==> src/rtl/sort4_ctrl.sv <==
// Sequential 4-element ascending sorter: bubble-sort passes with early exit,
// one compare/swap per clock through a single shared 4-bit comparator.

module comparator_4b (
  input  logic [3:0] a,
  input  logic [3:0] b,
  output logic [2:0] r
);
  // r = {a>b, a==b, a<b}
  assign r = {a > b, a == b, a < b};
endmodule

module sort4_ctrl (
  input  logic        clk,
  input  logic        rst,
  input  logic        start,
  input  logic [15:0] din,
  output logic [15:0] dout,
  output logic        busy,
  output logic        done,
  output logic [2:0]  swaps
);
  localparam int DATA_W = 4;

  typedef enum logic [1:0] {IDLE, SORT, DONE} state_t;

  state_t              state, state_nx;
  logic [DATA_W-1:0]   e [4];
  logic [1:0]          j, j_inc, last;
  logic                sw;
  logic [2:0]          swaps_q;
  logic [DATA_W-1:0]   cmp_a, cmp_b;
  logic [2:0]          cmp_r;
  logic                gt, pass_end, finish;

  comparator_4b u_cmp (
    .a (cmp_a),
    .b (cmp_b),
    .r (cmp_r)
  );

  // Pair selection and end-of-pass decisions for the current SORT cycle
  always_comb begin
    j_inc    = j + 2'd1;
    cmp_a    = e[j];
    cmp_b    = e[j_inc];
    gt       = cmp_r[2];
    pass_end = !(j < (last - 2'd1));
    // Early exit counts a swap made in this very cycle
    finish   = pass_end && (!(sw || gt) || (last == 2'd1));
  end

  always_ff @(posedge clk) begin
    if (rst) state <= IDLE;
    else     state <= state_nx;
  end

  always_comb begin
    state_nx = state;
    case (state)
      IDLE:    if (start)  state_nx = SORT;
      SORT:    if (finish) state_nx = DONE;
      DONE:    state_nx = IDLE;
      default: state_nx = IDLE;
    endcase
  end

  always_ff @(posedge clk) begin
    if (rst) begin
      for (int i = 0; i < 4; i++) e[i] <= '0;
      j       <= 2'd0;
      last    <= 2'd3;
      sw      <= 1'b0;
      swaps_q <= 3'd0;
    end else begin
      case (state)
        IDLE: begin
          if (start) begin
            for (int i = 0; i < 4; i++) e[i] <= din[4*i +: 4];
            j       <= 2'd0;
            last    <= 2'd3;
            sw      <= 1'b0;
            swaps_q <= 3'd0;
          end
        end
        SORT: begin
          if (gt) begin
            e[j]     <= cmp_b;
            e[j_inc] <= cmp_a;
            sw       <= 1'b1;
            swaps_q  <= swaps_q + 3'd1;
          end
          if (!pass_end) begin
            j <= j_inc;
          end else if (!finish) begin
            // Next pass is one pair shorter; its swap flag starts clear
            last <= last - 2'd1;
            j    <= 2'd0;
            sw   <= 1'b0;
          end
        end
        default: ;
      endcase
    end
  end

  assign dout  = {e[3], e[2], e[1], e[0]};
  assign swaps = swaps_q;
  assign busy  = (state != IDLE);
  assign done  = (state == DONE);

endmodule
==> config.mk <==
export PLATFORM = sky130hd
export DESIGN_NAME = sort4_ctrl
export DESIGN_NICKNAME = d
export VERILOG_FILES = /design/src/rtl/sort4_ctrl.sv
export SDC_FILE = /design/constraint.sdc
export NUM_CORES = 1
export LEC_CHECK = 0
export CORE_ASPECT_RATIO = 0.7
export CORE_MARGIN = 2
export CORE_UTILIZATION = 55
export CTS_CLUSTER_SIZE = 30
export DETAILED_ROUTE_END_ITERATION = 7
export GPL_ROUTABILITY_DRIVEN = 0
export PLACE_DENSITY = 0.85
export SETUP_SLACK_MARGIN = 0.2
export SYNTH_ARGS = -nofsm -noshare
export SYNTH_HDL_FRONTEND = slang
export SYNTH_SLANG_ARGS = --single-unit
==> constraint.sdc <==
create_clock -name clk -period 8.4 [get_ports clk]
set_clock_uncertainty 0.1 [all_clocks]
set_input_delay 2.1 -clock clk [delete_from_list [all_inputs] [get_ports clk]]
set_output_delay 2.1 -clock clk [all_outputs]
set_load 0.05 [all_outputs]
==> Implementation_results.wiki <==
{| class="wikitable"
! Metric !! Value
|-
| Total routing usage reported by global routing || 26.0%
|-
| Number of hold violations in the final report || 0
|-
| Peak supply drop || 0.000125 V
|-
| Count of cell types in the netlist || 33
|-
| Diode insertion count for antenna repair || 0
|-
| Clk root buf || clkbuf_8
|-
| Data arrival time at the worst-slack endpoint || 4.34 ns
|-
| Slew HR || 29.4%
|-
| Clock input transition at the sequential cells of the worst setup and hold paths || 0.09 ns
|-
| Number of flops mapped to enable cells by yosys || 16
|-
| Post-route worst setup slack || 3.99 ns
|-
| Max Cap Violations || 0
|-
| Area of the die || 0.00385 sq mm
|-
| Routed Antenna Nets || 0
|-
| Maximum fanout count along the critical path || 24
|-
| Sinks on Clock Net || 28
|-
| Number of cells upsized or downsized after cts || 0
|-
| Final max-slew violation count || 0
|-
| Outcome || finished, final reports clean
|-
| Most common cell after layout, fill and taps aside || clkdlybuf4s50_1
|-
| TritonCTS Buffers || 3
|-
| Worst slew pin tran || 1.05 ns
|-
| Vertical die dimension || 52.5 um
|-
| Total Routed Length || 4660 um
|-
| Number of vias per cell || 6.45
|-
| CP max-delay cell || a211oi_4
|-
| Quantity of hold-fixing buffers added after cts || 0
|-
| Nature of the critical path endpoint || flop
|-
| Clock latency reported for the late side of the worst-skew pair || 0.27 ns
|-
| Initial core utilization || 58.0%
|-
| Leading cell types in the layout, fill and taps excluded || clkdlybuf4s50_1 (39), edfxtp_1 (16), ha_1 (14), nand2_1 (13)
|-
| DRC violation count after routing || 0
|-
| Number of violations reported at the end of detailed-routing iteration 0 || 251
|-
| Total I/O pin count || 40
|-
| Highest routed layer || met4
|-
| Metal2 WL || 2100 um
|-
| Maximum clock rate || 227 MHz
|-
| Fraction of power consumed by combinational cells || 40.3%
|-
| Final-layout worst hold slack || 0.385 ns
|-
| Category of the critical setup timing path || primary input to flop
|-
| Total internal power || 269 uW
|-
| Number of setup buffers added after CTS || 0
|-
| Site row count || 17
|-
| Dpl hpwl || 3640 um
|-
| Detailed Routing Iterations Pass 1 || 4
|-
| Total Neg Setup Slack || 0 ns
|-
| Total setup violations reported at the end of the flow || 0
|-
| Sequential share of the synthesized area || 39.0%
|-
| Final net count || 229
|-
| Average cell area after synthesis || 11.8 sq um
|-
| Cell Chain, Critical Path || clkdlybuf4s50_1, nand2b_1, a211oi_4, nand2_1, mux2_2
|-
| Net switching power || 162 uW
|-
| Data required time at the worst endpoint || 8.33 ns
|-
| Primary FF master, synth || edfxtp_1
|-
| Worst min-delay path category || flop to flop
|-
| Initial antenna violation count || 0
|-
| Area of the mapped netlist || 0.00185 sq mm
|-
| Power Dens Cells || 187 mW/mm^2
|-
| Proportion of synthesized flip-flops having asynchronous set or reset || 0%
|-
| Share of the cycle needed by the critical path after routing || 52.5%
|-
| Count of mapped cells out of synthesis || 157
|-
| Clock tree buffer depth || 2
|-
| Sw Ratio || 37.7%
|-
| Static leakage || 0.000927 uW
|-
| Total met3 wirelength after detailed routing || 460 um
|-
| Via count || 1503
|-
| Via count of the first global-routing pass || 1473
|-
| Maximum number of pins on one net before global-route repair || 25
|-
| RSZ-0062 raised after global routing || no
|-
| Net Count, Synth || 190
|-
| Clock network fraction of total power || 18.9%
|-
| Proportion of power drawn by flip-flops and latches || 40.8%
|-
| Worst setup slack after placement || 3.76 ns
|-
| Sum of routed wire segments on met1 || 2060 um
|-
| IO Port Bufs || 39
|-
| Post-layout min period || 4.41 ns
|-
| Largest stage delay, worst path || 0.73 ns
|-
| Core Box Area || 0.00319 sq mm
|-
| Average wire per cell in the routed design || 20.0 um
|-
| Global-route wire length before repair || 7220 um
|-
| Die Width || 73.3 um
|-
| Number of storage elements in the synthesis netlist || 28
|-
| Layout-stage area growth over the synthesis result || 25.0%
|-
| Clock H-tree levels || 1
|-
| Total number of yosys warnings || 0
|-
| Share of final-layout standard cells stronger than drive strength 1 || 16.9%
|-
| Critical path startpoint category || primary input
|-
| CTS tree || built
|-
| Overflow left after global routing || 0
|}
[state kept, by name, indices dropped and copies added, names as in the netlist, named ones only]
name / count
e: 16
swaps: 3
sw: 1
last: 2
j: 2
state: 2
[synth_stat cells, types with 2 or more instances]
master    instances  share of area, %
nor2_1            4              0.81
inv_1            10               2.0
nor2b_1           5               1.7
a21oi_1           6               1.6
o21ai_0           4               1.1
mux4_2            8               9.7
a32o_1           12               6.5
a31o_2            5               2.4
ha_1             14               9.5
nand3_1           2              0.54
a32oi_1           4               1.9
and2_1            2              0.68
mux2i_1           6               3.2
dfxtp_1          12                13
edfxtp_1         16                26
and3_1            2              0.68
nand2b_1          3               1.0
buf_2             3              0.81
a211oi_1          2              0.81
mux2_2           12               7.3
nand2_1          13               2.6
[critical path: cells and delay by family]
kind,cells,cell delay [ns]
AND/OR/NAND/NOR,2,0.62
AO/OA/AOI/OAI,1,0.73
multiplexers,1,0.35
buffers and inverters,1,0.53
[per-layer routing]
metal	vias to the layer above	global-route usage (%)
met2	84	40.4
met1	719	36.6
met3	6	5.77
li1	694	-
met5	-	0
met4	0	7.58
[final cells by class]
cell class	instances	area, sq um
Inverter	10	37.5
Tap cell	38	47.5
Sequential cell	28	721
Timing Repair Buffer	39	390
Fill cell	215	878
Multi-Input combinational cell	114	1060
Clock buffer	4	55.1
[worst paths after layout]
path	startpoint	end	slack, ns	cells after the start
min reg2reg	last[1]	last[1]	0.38	2
max	rst	e[1][1]	3.99	5
min	last[1]	last[1]	0.38	2
max reg2reg	j[0]	e[1][1]	4.04	9
[per-stage QoR]
stage	utilization (%)	std cells	power, uW	instance area (sq um)
after floorplan	-	157	296	1850
after global placement	70.7	229	344	2260
after detailed placement	70.7	229	350	2260
after CTS	72.5	233	429	2310
after global routing	72.5	233	450	2310
final	72.5	233	431	2310
[kinds of logic (layout without fill, tap and decap cells)]
| group | after synthesis | after routing | share of synthesized area [%] |
|---|---|---|---|
| AO/OA/AOI/OAI | 39 | 39 | 17.9 |
| AND/OR/NAND/NOR | 34 | 34 | 9.27 |
| flip-flops | 28 | 28 | 39.0 |
| buffers and inverters | 15 | 53 | 3.65 |
| adder cells (fa/ha/maj) | 14 | 14 | 9.47 |
| XOR/XNOR | 1 | 1 | 0.474 |
| multiplexers | 26 | 26 | 20.3 |
[power by group through the flow]
stage | registers, uW | clock network, uW | logic [uW]
4_1_cts | 176 | 82.0 | 172
3_5_place_dp | 179 | 0 | 171
2_1_floorplan | 206 | 0 | 89.5
5_1_grt | 177 | 87.4 | 185
6_report | 176 | 81.6 | 174
3_3_place_gp | 177 | 0 | 167
Note: power is estimated with default switching activity, not from simulation.
